$ cat config.mk
export PLATFORM = sky130hd
export DESIGN_NAME = link_receiver_flat
export DESIGN_NICKNAME = d
export VERILOG_FILES = /design/src/rtl/noc_params.sv /design/src/rtl/link_receiver_if.sv /design/src/rtl/skid_fifo.sv /design/src/rtl/link_receiver.sv /design/src/flat_wrapper.sv
export SDC_FILE = /design/constraint.sdc
export NUM_CORES = 1
export LEC_CHECK = 0
export BUFFER_PORTS_ARGS = -buffer_cell sky130_fd_sc_hd__buf_2
export CAP_MARGIN = 20
export CORE_ASPECT_RATIO = 1.5
export CORE_MARGIN = 2
export CORE_UTILIZATION = 40
export DETAILED_ROUTE_END_ITERATION = 7
export GPL_TIMING_DRIVEN = 0
export PLACE_DENSITY = 0.68
export SLEW_MARGIN = 30
export SYNTH_ARGS = -nofsm -noshare
export SYNTH_HDL_FRONTEND = slang
export SYNTH_SLANG_ARGS = --single-unit
$ cat constraint.sdc
create_clock -name clk -period 4 [get_ports clk]
set_clock_uncertainty 0.1 [all_clocks]
set_input_delay 0.8 -clock clk [delete_from_list [all_inputs] [get_ports clk]]
set_output_delay 0.8 -clock clk [all_outputs]
set_load 0.005 [all_outputs]
$ cat src/rtl/noc_params.sv
// ============================================================================
// Module      : noc_params (package)
// Description : Shared router parameters: default flit/buffer sizes, flit type
//               codes, type-field width and a constant clog2 helper.
// Revision    : 1.0 - initial release
// ============================================================================
`default_nettype none

package noc_params;

  localparam int DEF_FLIT_SIZE   = 8;
  localparam int DEF_BUFFER_SIZE = 8;

  // The flit type occupies the top TYPE_W bits: [FLIT_SIZE-1:FLIT_SIZE-2]
  localparam int TYPE_W = 2;

  typedef enum logic [TYPE_W-1:0] {
    FLIT_HEAD     = 2'b00,
    FLIT_BODY     = 2'b01,
    FLIT_TAIL     = 2'b10,
    FLIT_HEADTAIL = 2'b11
  } flit_type_e;

  // Ceiling log2, used for elaboration-time widths
  function automatic int clog2(input int value);
    int r;
    r = 0;
    while ((1 << r) < value) r = r + 1;
    return r;
  endfunction

endpackage

`default_nettype wire

$ cat src/rtl/link_receiver_if.sv
// ============================================================================
// Module      : link_receiver_if
// Description : Link-side and buffer-side signal bundle of the link receiver.
//               slave = receiver view, master = link/buffer environment view.
// Revision    : 1.0 - initial release
// ============================================================================
`default_nettype none

interface link_receiver_if #(
  parameter int FLIT_SIZE = noc_params::DEF_FLIT_SIZE
);

  logic [FLIT_SIZE-1:0] flit_i;
  logic                 valid_i;
  logic                 buf_read_i;
  logic                 buf_full_i;
  logic [FLIT_SIZE-1:0] data_o;
  logic                 write_o;
  logic                 credit_o;

  modport master (
    output flit_i, valid_i, buf_read_i, buf_full_i,
    input  data_o, write_o, credit_o
  );

  modport slave (
    input  flit_i, valid_i, buf_read_i, buf_full_i,
    output data_o, write_o, credit_o
  );

endinterface

`default_nettype wire

$ cat src/rtl/skid_fifo.sv
// ============================================================================
// Module      : skid_fifo
// Description : 2-entry staging FIFO. head reads 0 while empty. The parent
//               only pushes when there is room (not full, or popping).
// Revision    : 1.0 - initial release
// ============================================================================
`default_nettype none

module skid_fifo #(
  parameter int WIDTH = 8
) (
  input  logic             clk,
  input  logic             rst,
  input  logic             push,
  input  logic             pop,
  input  logic [WIDTH-1:0] din,
  output logic [WIDTH-1:0] head,
  output logic             empty,
  output logic             full
);

  logic [WIDTH-1:0] mem [2];
  logic             rd_ptr;
  logic             wr_ptr;
  logic [1:0]       count;

  // Pointer and occupancy tracking
  always_ff @(posedge clk) begin
    if (rst) begin
      rd_ptr <= 1'b0;
      wr_ptr <= 1'b0;
      count  <= 2'd0;
    end else begin
      if (push) wr_ptr <= ~wr_ptr;
      if (pop)  rd_ptr <= ~rd_ptr;
      count <= count + 2'(push) - 2'(pop);
    end
  end

  // Storage needs no reset: it is only observed through a non-empty head
  always_ff @(posedge clk) begin
    if (push) mem[wr_ptr] <= din;
  end

  assign empty = (count == 2'd0);
  assign full  = (count == 2'd2);
  assign head  = empty ? '0 : mem[rd_ptr];

endmodule

`default_nettype wire

$ cat src/rtl/link_receiver.sv
// ============================================================================
// Module      : link_receiver
// Description : Router input-port front end. Checks packet framing, stages
//               flits in a 2-entry skid FIFO, writes them into the downstream
//               circular buffer when it will accept, and returns credits.
//               Build option: LINK_RX_FRAMING_CHECK_EN enables the framing FSM.
// Revision    : 1.0 - initial release
// ============================================================================
`default_nettype none

module link_receiver
  import noc_params::*;
#(
  parameter int FLIT_SIZE   = DEF_FLIT_SIZE,
  parameter int BUFFER_SIZE = DEF_BUFFER_SIZE
) (
  input  logic              clk,
  input  logic              rst,
  link_receiver_if.slave    link,
  output logic              error_o,
  output logic              packet_active_o
);

  localparam int CW = clog2(BUFFER_SIZE + 1);

  logic                 q_empty;
  logic                 q_full;
  logic [FLIT_SIZE-1:0] q_head;
  logic                 pop;
  logic                 push;
  logic                 no_room;
  logic                 violation;
  logic                 drop;

  logic [CW-1:0]        pending;
  logic [CW-1:0]        pending_d;
  logic                 credit_q;
  logic                 credit_d;
  logic                 error_q;

  // A write is only issued when the buffer will really take it; a write that
  // coincides with a read would be ignored, so the head is held instead.
  assign pop     = ~q_empty & ~link.buf_read_i & ~link.buf_full_i;
  assign no_room = q_full & ~pop;
  assign push    = link.valid_i & ~violation & ~no_room;
  assign drop    = link.valid_i & (violation | no_room);

  assign link.write_o  = pop;
  assign link.data_o   = q_head;
  assign link.credit_o = credit_q;
  assign error_o       = error_q;

  skid_fifo #(
    .WIDTH (FLIT_SIZE)
  ) u_skid_fifo (
    .clk   (clk),
    .rst   (rst),
    .push  (push),
    .pop   (pop),
    .din   (link.flit_i),
    .head  (q_head),
    .empty (q_empty),
    .full  (q_full)
  );

`ifdef LINK_RX_FRAMING_CHECK_EN
  localparam logic [0:0] ST_IDLE   = 1'b0;
  localparam logic [0:0] ST_PACKET = 1'b1;

  logic [0:0] state_q;
  logic [0:0] state_d;
  flit_type_e ftype;

  assign ftype = flit_type_e'(link.flit_i[FLIT_SIZE-1 -: TYPE_W]);

  // Framing state register
  always_ff @(posedge clk) begin
    if (rst) state_q <= ST_IDLE;
    else     state_q <= state_d;
  end

  // Next state: only an accepted (staged) flit advances the framing
  always_comb begin
    state_d = state_q;
    if (push) begin
      case (state_q)
        ST_IDLE:   if (ftype == FLIT_HEAD) state_d = ST_PACKET;
        ST_PACKET: if (ftype == FLIT_TAIL) state_d = ST_IDLE;
        default:   state_d = ST_IDLE;
      endcase
    end
  end

  // Outputs: packet indicator and framing-violation decode
  always_comb begin
    packet_active_o = (state_q == ST_PACKET);
    violation       = 1'b0;
    if (link.valid_i) begin
      if (state_q == ST_IDLE)
        violation = (ftype == FLIT_BODY) || (ftype == FLIT_TAIL);
      else
        violation = (ftype == FLIT_HEAD) || (ftype == FLIT_HEADTAIL);
    end
  end
`else
  assign violation       = 1'b0;
  assign packet_active_o = 1'b0;
`endif

  // Credit accounting: add this cycle's read and drop, emit one pulse if
  // anything is owed, keep the remainder (saturating at the buffer depth)
  always_comb begin
    logic [CW:0] owed;
    logic [CW:0] left;
    owed     = {1'b0, pending} + (CW+1)'(link.buf_read_i) + (CW+1)'(drop);
    credit_d = (owed != '0);
    left     = owed - (CW+1)'(credit_d);
    if (left > (CW+1)'(BUFFER_SIZE)) pending_d = CW'(BUFFER_SIZE);
    else                             pending_d = left[CW-1:0];
  end

  // Credit and sticky-error registers
  always_ff @(posedge clk) begin
    if (rst) begin
      pending  <= '0;
      credit_q <= 1'b0;
      error_q  <= 1'b0;
    end else begin
      pending  <= pending_d;
      credit_q <= credit_d;
      error_q  <= error_q | drop;
    end
  end

endmodule

`default_nettype wire

$ cat src/flat_wrapper.sv
// flat-port wrapper written by rule: the top's interface ports become plain ports
module link_receiver_flat import noc_params::*;
#(
  parameter int FLIT_SIZE   = DEF_FLIT_SIZE,
  parameter int BUFFER_SIZE = DEF_BUFFER_SIZE
)
  (clk, rst, error_o, packet_active_o, link_flit_i, link_valid_i, link_buf_read_i, link_buf_full_i, link_data_o, link_write_o, link_credit_o);
  link_receiver_if #(.FLIT_SIZE(FLIT_SIZE)) link_i ();
  input  logic clk;
  input  logic rst;
  output logic error_o;
  output logic packet_active_o;
  input wire logic [$bits(link_i.flit_i)-1:0] link_flit_i;
  input wire logic [$bits(link_i.valid_i)-1:0] link_valid_i;
  input wire logic [$bits(link_i.buf_read_i)-1:0] link_buf_read_i;
  input wire logic [$bits(link_i.buf_full_i)-1:0] link_buf_full_i;
  output wire logic [$bits(link_i.data_o)-1:0] link_data_o;
  output wire logic [$bits(link_i.write_o)-1:0] link_write_o;
  output wire logic [$bits(link_i.credit_o)-1:0] link_credit_o;
  assign link_i.flit_i = link_flit_i;
  assign link_i.valid_i = link_valid_i;
  assign link_i.buf_read_i = link_buf_read_i;
  assign link_i.buf_full_i = link_buf_full_i;
  assign link_data_o = link_i.data_o;
  assign link_write_o = link_i.write_o;
  assign link_credit_o = link_i.credit_o;
  link_receiver #(.FLIT_SIZE(FLIT_SIZE), .BUFFER_SIZE(BUFFER_SIZE)) u_core (.clk(clk), .rst(rst), .link(link_i), .error_o(error_o), .packet_active_o(packet_active_o));
endmodule
## After elaboration in Yosys (flattened, before gate mapping)

Memory sizes are Yosys's and may differ from the RTL's. A register that Yosys moved wholly into a read port is not among the register bits.
Index checks and enable logic that the tools add are counted.

| operators by class | value |
|---|---|
| add/subtract/negate cells | 5 |
| multipliers | 0 |
| divide/modulo/power cells | 0 |
| order comparisons | 1 |
| equal/unequal tests | 1 |
| shift operators | 0 |
| mux-type cells | 6 |
| bitwise operators | 13 |
| reductions and logical operators | 3 |

Operators with widths:

| kind | count |
|---|---|
| 2-to-1 mux 8 bit | 1 |
| NOT 1 bit | 7 |
| adder 4 x 1 -> 5 bit | 1 |
| adder 5 x 1 -> 5 bit | 1 |
| AND 1 bit | 5 |
| > comparator 5 x 4 -> 1 bit (second input constant) | 1 |
| nonzero test 5 bit | 1 |
| subtractor 5 x 1 -> 5 bit | 1 |
| 2-to-1 mux 1 bit | 4 |
| 2-to-1 mux 4 bit | 1 |
| adder 2 x 1 -> 2 bit | 1 |
| == test 2 bit (second input constant) | 1 |
| logical NOT 2 bit | 1 |
| OR reduction 2 bit | 1 |
| subtractor 2 x 1 -> 2 bit | 1 |
| bitwise OR 1 bit | 1 |

| word-level totals | value |
|---|---|
| flip-flop bits (word level) | 10 |
| bits in latches | 0 |
| RAM bits | 16 |
| ROM bits | 0 |
| input bits | 13 |
| output and inout bits | 12 |
| logic and storage cells | 37 |
| memories | 1 |

Memory list:

| name | words | width | read ports | clocked after Yosys merged registers in | wr ports | RTL line | source |
|---|---|---|---|---|---|---|---|
| u_core.u_skid_fifo.mem | 2 | 8 | 1 | 1 | 1 | skid_fifo.sv:22 | `logic [WIDTH-1:0] mem [2];` |

## Depth between registers and ports, before layout

Gate-level depths: netlist (run 1).

| depth | value |
|---|---|
| word-level depth | 12 |
| gate-level depth with buffers | 13 |
| depth with buffers taken out | 13 |

## By module

Synthesis (run 1) repeated with hierarchy kept, for this count alone.

| unflattened totals | value |
|---|---|
| cells, all modules | 94 |
| area total of the unflattened synthesis | 1188.6 µm² |

Modules (own cells, without submodules):

| module | instances | cells an instance | area an instance (µm²) |
|---|---|---|---|
| skid_fifo | 1 | 54 | 817.0 |
| link_receiver | 1 | 40 | 371.6 |

## Worst setup path before layout (run 1)

OpenSTA, ideal clock, no wires.

| timing | value |
|---|---|
| path kind | input-to-reg |
| from | input link_buf_full_i |
| to | register u_core.pending[3] |
| arrival time | 2979 ps |
| setup slack | 861 ps |
| stages | 12 |
| cell sequence | nor2_1 > nor3b_1 > fa_1 > ha_1 > nand3b_1 > o21ai_0 > nand3_1 > ha_1 > ha_1 > inv_1 > o41ai_1 > o21ba_1 |

| on the way | value |
|---|---|
| cells in the longest elaborated chain, start to end | 10 |

Ends and longest elaborated chain:

| element | RTL line | source |
|---|---|---|
| from (decl) | flat_wrapper.sv:16 | `input wire logic [$bits(link_i.buf_full_i)-1:0] link_buf_full_i;` |
| NOT 1 bit * | link_receiver.sv:43 | `assign pop = ~q_empty & ~link.buf_read_i & ~link.buf_full_i;` |
| AND 1 bit * | link_receiver.sv:43 |  |
| NOT 1 bit * | link_receiver.sv:44 | `assign no_room = q_full & ~pop;` |
| AND 1 bit * | link_receiver.sv:44 |  |
| AND 1 bit * | link_receiver.sv:46 | `assign drop = link.valid_i & (violation \| no_room);` |
| adder 5 x 1 -> 5 bit * | link_receiver.sv:115 | `owed = {1'b0, pending} + (CW+1)'(link.buf_read_i) + (CW+1)'(drop);` |
| nonzero test 5 bit * | link_receiver.sv:116 | `credit_d = (owed != '0);` |
| net u_core.credit_d | link_receiver.sv:38 | `logic credit_d;` |
| subtractor 5 x 1 -> 5 bit * | link_receiver.sv:117 | `left = owed - (CW+1)'(credit_d);` |
| > comparator 5 x 4 -> 1 bit | link_receiver.sv:118 | `if (left > (CW+1)'(BUFFER_SIZE)) pending_d = CW'(BUFFER_SIZE);` |
| 2-to-1 mux 4 bit * | link_receiver.sv:118 |  |
| to (signal assigned) | link_receiver.sv:129 | `pending <= pending_d;` |
| to (decl) | link_receiver.sv:35 | `logic [CW-1:0] pending;` |

Mark *: on every way through the listed nets, which the timed path passes. The rest lies on a longest branch.
A chain may end at the register's enable or synchronous reset.

## Worst setup path after layout (run 1)

| timing | value |
|---|---|
| from | input link_buf_read_i |
| to | register u_core.pending[3] |

| on the way | value |
|---|---|
| cells in the longest elaborated chain, start to end | 11 |
| elaborated cells between the ends (all ways) | 12 |
| those cells by class | add/sub (3); order compare (1); mux (1); bitwise (6); reduce/logical (1) |

Ends and longest elaborated chain:

| element | RTL line | source |
|---|---|---|
| from (decl) | flat_wrapper.sv:15 | `input wire logic [$bits(link_i.buf_read_i)-1:0] link_buf_read_i;` |
| NOT 1 bit | link_receiver.sv:43 |  |
| AND 1 bit (2 in a row) | link_receiver.sv:43 |  |
| NOT 1 bit | link_receiver.sv:44 |  |
| AND 1 bit | link_receiver.sv:44 |  |
| AND 1 bit | link_receiver.sv:46 |  |
| adder 5 x 1 -> 5 bit * | link_receiver.sv:115 |  |
| nonzero test 5 bit * | link_receiver.sv:116 |  |
| net u_core.credit_d | link_receiver.sv:38 |  |
| subtractor 5 x 1 -> 5 bit * | link_receiver.sv:117 |  |
| > comparator 5 x 4 -> 1 bit | link_receiver.sv:118 |  |
| 2-to-1 mux 4 bit * | link_receiver.sv:118 |  |

Marks and branches as above.

==> results of run 1 <==
synth_stat cells (2+ instances only):
master    instances
mux2i_1           8
nor4_1            2
inv_1             5
xnor2_1           5
ha_1              5
nor2_1           17
xor2_1            2
clkbuf_1          2
nand3_1           3
dfxtp_1          11
edfxtp_1         16
state kept, by name, indices dropped and copies added (netlist names), named ones only:
signal	count
u_core.pending	4
u_core.error_o	1
u_core.link.credit_o	1
u_core.u_skid_fifo.wr_ptr	1
u_core.u_skid_fifo.count	2
u_core.u_skid_fifo.mem	16
u_core.u_skid_fifo.rd_ptr	1
layer usage:
layer | track usage | vias up | wire, um
met4 | 0.0921 | 0 | 64
met5 | 0 | - | 0
met1 | 0.128 | 346 | 758
met3 | 0.0211 | 7 | 49
met2 | 0.236 | 19 | 1050
li1 | - | 381 | -
final timing paths:
check,start,end,cells past startpoint
worst max-delay path,link_buf_read_i,u_core.pending[3]$_SDFF_PP0_,12
worst max register to register,u_core.u_skid_fifo.count[0]$_SDFF_PP0_,u_core.pending[3]$_SDFF_PP0_,11
worst min-delay path,u_core.error_o$_SDFF_PP0_,u_core.error_o$_SDFF_PP0_,1
worst min register to register,u_core.error_o$_SDFF_PP0_,u_core.error_o$_SDFF_PP0_,1
critical path, cell delays in order:
cell	delay, ns
buf_2	0.13
nor2_1	0.06
nor3b_1	0.36
fa_1	0.31
ha_1	0.27
o21ai_0	0.15
nand3_1	0.11
ha_1	0.17
ha_1	0.23
inv_1	0.06
o41ai_1	0.59
o21ba_1	0.18
cells in the final DEF (no fill, tap or decap), types with 2 or more instances in the layout:
cell | synthesis | final
xnor2_1 | 5 | 5
dfxtp_1 | 11 | 11
nor2_1 | 17 | 17
inv_1 | 5 | 5
mux2i_1 | 8 | 8
clkbuf_1 | 2 | 3
buf_2 | 0 | 23
clkbuf_8 | 0 | 3
ha_1 | 5 | 5
nand3_1 | 3 | 3
xor2_1 | 2 | 2
nor4_1 | 2 | 2
edfxtp_1 | 16 | 16
power groups by stage:
| stage | sequential [mW] | clock [mW] | combinational (mW) |
|---|---|---|---|
| floorplan | 0.382 | 0 | 0.219 |
| global placement | 0.384 | 0 | 0.297 |
| detailed placement | 0.387 | 0 | 0.306 |
| CTS | 0.380 | 0.151 | 0.309 |
| global route | 0.387 | 0.162 | 0.345 |
| finish | 0.380 | 0.146 | 0.302 |
area by class of cell:
type | instances | area, um2 | share of cell area
Tap cell | 39 | 48.8 | 0.0351
Buffer | 3 | 15.0 | 0.0108
Clock buffer | 4 | 45.0 | 0.0324
Timing Repair Buffer | 23 | 115 | 0.0828
Inverter | 5 | 18.8 | 0.0135
Sequential cell | 27 | 701 | 0.504
Multi-Input combinational cell | 59 | 447 | 0.321
metrics by stage:
stage / hold slack (ns) / utilization / worst slack, ns / cells / total power [mW]
after floorplan: 0.381 / - / 0.861 / 94 / 0.601
after global placement: 0.367 / 0.471 / 0.430 / 156 / 0.681
after CTS: 0.393 / 0.487 / 0.636 / 160 / 0.840
after global routing: 0.407 / 0.487 / 0.428 / 160 / 0.894
final: 0.385 / 0.487 / 0.701 / 160 / 0.829
after detailed placement: 0.373 / 0.471 / 0.360 / 156 / 0.692
kinds of logic after synthesis:
| kind of cell | count (synthesis) | synth area share |
|---|---|---|
| compound gates | 7 | 0.0455 |
| xor+xnor | 8 | 0.0657 |
| fa+ha+maj | 6 | 0.0699 |
| buf+inv | 8 | 0.0286 |
| flops | 27 | 0.593 |
| mux | 8 | 0.0678 |
| other cells | 1 | 0.00317 |
| simple gates | 29 | 0.126 |
==> run_results.csv, run 1 <==
group,metric,value,unit
run_status,status,"complete, no violations",
floorplan,die_h,70.6,um
route,dr.pass1.iters,4,
timing,slew_headroom,0.519,
logic_synthesis,syn_nets,113,
floorplan,die-area,0.00341,mm2
route,routed_wl,1920,um
cells_and_area,num-fill-cells,258,
logic_synthesis,seq_area_frac_synth,0.593,
logic_synthesis,syn_area,0.00118,mm2
power,ir_drop,0.000308,V
power,power_density,596,mW/mm2
power,swShare,0.322,
power,p_comb_frac,0.365,
logic_synthesis,synth_flop_cell,"edfxtp_1",
cts,cts_max_path_buffers,2,
route,drt_first_iter_violations,17,
timing,finalCriticalPeriod,3.30,ns
cts,htreeDepth,1,
floorplan,pin_count,25,
route,via_per_inst,4.71,
power,pwr-share-clk,0.176,
cts,ctsHoldBuffers,0,
global_routing,globalRoute.totalOverflow,0,
logic_synthesis,synth_edf_count,16,
logic_synthesis,synthArstFlopShare,0,
floorplan,initial_utilization,0.414,
timing,setup_viol,0,
critical_path,path_class,"input port to flip-flop",
power,p_int,0.561,mW
floorplan,dieWidth,48.4,um
critical_path,start_kind,"input port",
critical_path,r2r_slack,0.94,ns
global_routing,grt_pass1_wl,3330,um
timing,final.setup.tns,0,ns
logic_synthesis,synth_top_area_cell,"edfxtp_1",
global_routing,grt_max_degree,15,
hold_path,hold_path.class,"flip-flop to flip-flop",
cells_and_area,antennaDiodeCount,0,
placed_design,dpl_cell_area,0.00135,mm2
cts,cts.sinks,27,
cells_and_area,syn2layout_area_growth,17.7,%
logic_synthesis,yosys_warnings,0,
timing,hold_viol_final,0,
critical_path,end_kind,"flip-flop",
power,p_sw,0.267,mW
cts,cts_root_buf,"clkbuf_8",
cts,ctsResizeCount,0,
cells_and_area,drive_above_1_share,0.256,
placed_design,hpwlAfterDp,1510,um
cts,cts_tree,"built",
timing,period_share,0.825,
cts,cts_made_buffers,3,
logic_synthesis,synthTopCellsByArea,"edfxtp_1, dfxtp_1, mux2i_1",
power,p_leak,0.562,nW
cts,clock_latency,0.26,ns
route,drcViolationCount,0,
logic_synthesis,syn_avg_cell_area,12.6,um2
placed_design,place.gp.congestion,0.764,
timing,rsz0062_at_grt,"no",
placed_design,portBuffers,23,
logic_synthesis,yosysTopAreaCellShare,0.407,
cts,post-cts-setup-buffer-count,0,
route,ant_nets,0,
logic_synthesis,synthCells,94,
floorplan,rows,24,
floorplan,coreArea,0.00285,mm2
route,wl_per_cell,12.0,um
global_routing,antenna_found_initial,0,
route,vias,753,
job,maxCapViolations,0,
global_routing,grt_pass1_vias,783,
timing,max_freq,303,MHz
power,p_seq_frac,0.459,
critical_path,required,4.12,ns
critical_path,critical_path_arrival,3.41,ns
timing,finalMaxSlewViolations,0,
cells_and_area,fin_nets,141,
global_routing,grt.total_usage,0.128,
logic_synthesis,synth_cell_types,29,
cts,clk_pin_slew_worst_paths,0.08,ns
critical_path,worstPathMaxFanout,5,
logic_synthesis,synth_seq_cells,27,
cells_and_area,design_area,0.00139,mm2
timing,timing_worst_slew_pin_value,0.711,ns
No activity file was read; power rests on OpenSTA's default activity.
==> run 2: changes to the inputs <==
- PLACE_DENSITY: 0.68 -> 0.7
- clock period: 4 -> 2.67 ns (I/O delays scaled with it)
==> run 2 against run 1 <==
Design area grew 10%. Global-route usage shrank 0.88 points. Setup slack lost 0.65 ns. Flip-flop and latch count is the same. Sequential share of layout area shrank 4.6 points. Die area is the same. Cell count grew 3.1%. Largest power group unchanged.
==> run_results.csv, run 2 (synthesis results as in run 1) <==
group,metric,value,unit
run_status,status,"complete, no violations",
global_routing,grt_pass1_wl,3080,um
critical_path,crit_top_cell,"ha_4",
timing,period_share,0.981,
cts,ctsHoldBuffers,0,
route,dr.pass1.iters,4,
critical_path,reg2reg_from,"u_core.u_skid_fifo.count[0]$_SDFF_PP0_",
critical_path,end_kind,"flip-flop",
cells_and_area,syn2layout_area_growth,30.0,%
cells_and_area,layout_commonest_cell,"buf_2",
global_routing,grt.total_usage,0.119,
hold_path,hold_end,"u_core.u_skid_fifo.count[0]$_SDFF_PP0_",
timing,slew_headroom,0.567,
timing,finalMaxSlewViolations,0,
cells_and_area,num-fill-cells,243,
placed_design,dp_slack,-0.309,ns
critical_path,ff2ff_path_depth,12,
critical_path,path_class,"flip-flop to flip-flop",
cells_and_area,final_cell_mix,"buf_2, nor2_1, edfxtp_1",
global_routing,antenna_found_initial,0,
route,via_per_inst,4.77,
power,ir_drop,0.000419,V
floorplan,pin_count,25,
route,vias,787,
global_routing,globalRoute.totalOverflow,0,
cells_and_area,antennaDiodeCount,0,
timing,setup_viol,0,
cts,clk_pin_slew_worst_paths,0.08,ns
job,maxCapViolations,0,
critical_path,r2r_slack,0.05,ns
cells_and_area,multi_input_area,551,um2
critical_path,cp_slowest_stage_delay,0.34,ns
hold_path,hold_depth,2,
placed_design,portBuffers,23,
power,power,1.37,mW
timing,hold_viol_final,0,
route,wl_per_cell,12.3,um
cells_and_area,drive_above_1_share,0.397,
timing,max_freq,382,MHz
critical_path,start_kind,"flip-flop",
floorplan,initial_utilization,0.414,
placed_design,place.gp.congestion,0.817,
power,power_density,894,mW/mm2
route,drt_first_iter_violations,9,
critical_path,worstPathMaxFanout,5,
cts,cts_max_path_buffers,2,
route,ant_nets,0,
cts,cts_tree,"built",
timing,finalWorstSetupSlack,0.0504,ns
cells_and_area,instances_no_fill,165,
floorplan,die_h,70.6,um
critical_path,worstPathCellList,"nand2b_4, nor3b_4, fa_2, ha_4, nand3b_1, o21ai_2, nand3_1, ha_2, ha_4, o2111ai_4, o41ai_4, o21ba_1",
cts,cts_made_buffers,3,
timing,finalCriticalPeriod,2.62,ns
power,p_leak,0.609,nW
critical_path,critical_path.startpoint,"u_core.u_skid_fifo.count[0]$_SDFF_PP0_",
cells_and_area,regArea,703,um2
critical_path,required,2.73,ns
floorplan,rows,24,
cells_and_area,reg_top3,"u_core.u_skid_fifo.mem x16, u_core.pending x4, u_core.u_skid_fifo.count x2",
hold_path,hold_start,"rst",
placed_design,hpwlAfterDp,1490,um
critical_path,crit_family,"adder cells",
critical_path,slowest_stage,"dfxtp_2",
floorplan,die-area,0.00341,mm2
timing,rsz0062_at_grt,"yes",
route,routed_wl,2040,um
floorplan,dieWidth,48.4,um
cells_and_area,largest_register_ff_count,16,
critical_path,timing.critical_path.buf_inv,0,
timing,timing_worst_slew_pin_value,0.647,ns
cells_and_area,fin_nets,146,
route,drcViolationCount,0,
hold_path,hold_path.class,"input port to flip-flop",
cts,cts.sinks,27,
cells_and_area,top_register,"u_core.u_skid_fifo.mem",
cts,htreeDepth,1,
global_routing,grt_max_degree,16,
placed_design,placedCellCount,156,
critical_path,r2r_end,"u_core.pending[3]$_SDFF_PP0_",
floorplan,coreArea,0.00285,mm2
cts,cts_root_buf,"clkbuf_8",
cts,clock_latency,0.26,ns
critical_path,critical_path_arrival,2.68,ns
global_routing,grt_pass1_vias,762,
-- run 2: how the worst max path moves through the flow --
stage                              endpoint  slack [ns]  cells past startpoint
2_1_floorplan  u_core.pending[3]$_SDFF_PP0_        0.02                     11
3_3_place_gp   u_core.pending[0]$_SDFF_PP0_       -0.26                     13
3_5_place_dp   u_core.pending[2]$_SDFF_PP0_       -0.31                     12
4_1_cts        u_core.pending[2]$_SDFF_PP0_       -0.02                     12
5_1_grt        u_core.pending[1]$_SDFF_PP0_       -0.09                     12
6_report       u_core.pending[3]$_SDFF_PP0_        0.05                     12
-- run 2: area by class of cell --
type / instances / area share
flip-flops and latches: 27 / 0.458
multi-input cells: 59 / 0.359
repair buffers: 28 / 0.0994
well taps: 39 / 0.0318
clock buffers: 3 / 0.0269
inverters: 5 / 0.0122
plain buffers: 3 / 0.00978
clock inverters: 1 / 0.00326
-- run 2: where the power goes --
part	switching, mW	internal, mW
clock network	0.112	0.104
registers	0.0558	0.532
logic	0.289	0.279
total	0.456	0.916
-- run 2: stage by stage --
stage | hold slack (ns) | TNS (ns) | cell area [um2] | util
after global placement | 0.378 | -1.03 | 1380 | 0.483
after floorplan | 0.381 | 0 | 1210 | -
after global routing | 0.323 | -0.267 | 1540 | 0.538
final | 0.322 | 0 | 1540 | 0.538
after detailed placement | 0.383 | -1.18 | 1380 | 0.483
after CTS | 0.322 | -0.0159 | 1440 | 0.506
-- run 2: layer usage --
metal | share of wire | track usage
met1 | 0.38 | 0.119
met2 | 0.57 | 0.225
met3 | 0.040 | 0.0190
met4 | 0.010 | 0.0762
met5 | 0 | 0
-- run 2: timing repair --
item                                    4_1_cts  5_1_grt
pin swaps                                     0        5
setup buffers                                 2        3
resized for setup                             1       12
endpoints found under the setup margin        3        4
==> run 3: changes to the inputs <==
- SYNTH_HIERARCHICAL: default -> 1
==> run 3 against run 2 <==
Sequential power rose by 3%. Power rose by 11%. Design area rose by 1.1%. The flow now finishes with violations (setup timing). Routed wire length fell by 1.7%. Critical path depth rose by 1. Global-route usage rose by 0.97 points. Synthesized cell count did not move. Clock power rose by 3%. Register-to-register slack got worse by 0.23 ns. Setup slack got worse by 0.23 ns. Combinational power rose by 22%. Largest power group is now combinational logic.
==> run_results.csv, run 3 <==
group,metric,value,unit
run_status,violations,"setup timing",
timing,finalMaxSlewViolations,0,
power,ir_drop,0.000500,V
critical_path,path_class,"flip-flop to flip-flop",
run_status,status,"finished with violations",
global_routing,grt.total_usage,0.129,
power,power_density,980,mW/mm2
logic_synthesis,synth_cell_types,28,
logic_synthesis,syn_avg_cell_area,12.6,um2
logic_synthesis,synthTopCellsByArea,"edfxtp_1, dfxtp_1, mux2i_1",
cells_and_area,drive_above_1_share,0.415,
cts,clk_pin_slew_worst_paths,0.08,ns
critical_path,slowest_stage,"dfxtp_4",
floorplan,dieWidth,48.5,um
critical_path,crit_family,"adder cells",
critical_path,worstPathMaxFanout,4,
logic_synthesis,synth_top_family_by_area,"simple AND/OR/NAND/NOR gates",
global_routing,grt_pass1_wl,3370,um
placed_design,place.gp.congestion,0.701,
route,via_per_inst,4.65,
logic_synthesis,yosys_warnings,6,
timing,timing_worst_slew_pin_value,0.682,ns
placed_design,portBuffers,23,
power,p_leak,0.627,nW
cts,clock_latency,0.27,ns
critical_path,start_kind,"flip-flop",
placed_design,dpl_cell_area,0.00139,mm2
timing,slew_headroom,0.544,
logic_synthesis,seq_area_frac_synth,0.589,
logic_synthesis,yosysTopAreaCellShare,0.404,
timing,finalCriticalPeriod,2.85,ns
route,drt_first_iter_violations,20,
critical_path,worstPathCellList,"nor2_4, or3_4, nand3_4, fa_2, nand3b_1, xor2_1, nand4_1, ha_2, ha_4, nor2_2, a31oi_1, a31o_2, o21ba_4",
cts,htreeDepth,1,
cells_and_area,regArea,708,um2
cells_and_area,largest_register_ff_count,16,
timing,finalWorstSetupSlack,-0.175,ns
timing,period_share,1.07,
hold_path,hold_path.class,"input port to flip-flop",
logic_synthesis,synth_edf_count,16,
critical_path,critical_path_arrival,2.91,ns
cts,cts_tree,"built",
logic_synthesis,yosysMostFrequentCell,"edfxtp_1",
floorplan,die_h,70.8,um
logic_synthesis,synth_top_area_cell,"edfxtp_1",
cells_and_area,layout_commonest_cell,"buf_2",
logic_synthesis,synth_seq_cells,27,
critical_path,timing.critical_path.buf_inv,0,
cells_and_area,syn2layout_area_growth,30.5,%
timing,hold_viol_final,0,
logic_synthesis,syn_nets,113,
route,dr.pass1.iters,4,
cells_and_area,final_cell_mix,"buf_2, edfxtp_1, nor2_1",
cts,cts_max_path_buffers,2,
logic_synthesis,synth_flop_cell,"edfxtp_1",
route,wl_per_cell,11.8,um
logic_synthesis,synthSimpleGateAreaFrac,0.134,
logic_synthesis,synth_fa_ha_area_frac,0.0695,
floorplan,rows,24,
job,maxCapViolations,0,
floorplan,pin_count,25,
logic_synthesis,syn_area,0.00119,mm2
cts,cts_made_buffers,3,
timing,rsz0062_at_grt,"yes",
floorplan,coreArea,0.00288,mm2
timing,final.setup.tns,-0.519,ns
global_routing,antenna_found_initial,0,
timing,max_freq,351,MHz
cells_and_area,utilization,0.538,
route,routed_wl,2000,um
cells_and_area,reg_top3,"u_core/u_skid_fifo/mem x16, u_core/pending x4, u_core/u_skid_fifo/count x2",
critical_path,required,2.74,ns
route,vias,786,
cells_and_area,multi_input_area,522,um2
logic_synthesis,synthCells,94,
route,highest_layer,"met4",
cells_and_area,design_area,0.00155,mm2
route,ant_nets,0,
placed_design,dp_slack,-0.433,ns
cts,cts_root_buf,"clkbuf_8",
global_routing,grt_pass1_vias,838,
cts,cts.sinks,27,
logic_synthesis,synthMuxAreaShare,0.0674,
logic_synthesis,synthArstFlopShare,0,
route,wl_met3,99,um
timing,setup_viol,4,
cells_and_area,antennaDiodeCount,0,
critical_path,cp_slowest_stage_delay,0.37,ns
power,power,1.52,mW
logic_synthesis,synth_commonest_cells,"edfxtp_1, nor2_1, dfxtp_1, inv_1, mux2i_1",
floorplan,die-area,0.00343,mm2
cells_and_area,num-fill-cells,260,
route,drcViolationCount,0,
logic_synthesis,synth_xor_area_frac,0.0632,
global_routing,grt_max_degree,15,
cells_and_area,top_register,"u_core/u_skid_fifo/mem",
route,dr_wl_met2,1120,um
floorplan,initial_utilization,0.412,
global_routing,globalRoute.totalOverflow,0,
cells_and_area,fin_nets,150,
route,drt-met1-wl,736,um
critical_path,end_kind,"flip-flop",
logic_synthesis,synth_compound_area_frac,0.0358,
run 3: logic make-up (layout without fill, tap and decap cells):
| family | Yosys count | after routing |
|---|---|---|
| simple gates | 29 | 29 |
| flops | 27 | 27 |
| buf+inv | 10 | 46 |
| mux | 8 | 8 |
| xor+xnor | 7 | 7 |
| fa+ha+maj | 6 | 6 |
| compound gates | 6 | 6 |
| other cells | 1 | 1 |
run 3: final cells by class:
class / instances / share of cell area
buffer: 2 / 0.00968
multi-input combinational: 57 / 0.336
tap: 39 / 0.0315
inverter: 8 / 0.0194
clock buffer: 4 / 0.0290
sequential: 27 / 0.456
timing repair buffer: 32 / 0.118
run 3: what timing repair did:
item | CTS | global route
pin swaps | 7 | 8
setup endpoints to repair | 4 | 4
hold buffers | 0 | 0
gates resized for setup | 12 | 2
endpoints found under the hold margin | 0 | 0
setup buffers | 7 | 2
run 3: path summary, 6_finish.rpt:
kind	startpoint	to	slack [ns]	cells after the start
setup / recovery	u_core/u_skid_fifo/count[1]$_SDFF_PP0_	u_core/pending[3]$_SDFF_PP0_	-0.18	13
hold / removal	link_flit_i[0]	u_core/u_skid_fifo/mem[0][0]$_DFFE_PP_	0.35	1
setup reg to reg	u_core/u_skid_fifo/count[1]$_SDFF_PP0_	u_core/pending[3]$_SDFF_PP0_	-0.18	13
hold reg to reg	u_core/error_o$_SDFF_PP0_	u_core/error_o$_SDFF_PP0_	0.36	2
run 3: power breakdown:
part | switching, mW | internal (mW) | leakage, nW
clock network | 0.116 | 0.107 | 0.0228
registers | 0.0579 | 0.545 | 0.241
logic | 0.316 | 0.378 | 0.363
run 3: routing by layer:
layer,vias to the layer above,global-route usage
li1,396,-
met1,362,0.122
met2,25,0.255
met3,3,0.0253
met4,0,0.0667
met5,-,0
run 3: stage by stage:
step	hold WS [ns]	cells
after global placement	0.341	156
after floorplan	0.336	94
after global routing	0.333	169
after detailed placement	0.347	156
after CTS	0.339	167
final	0.347	169
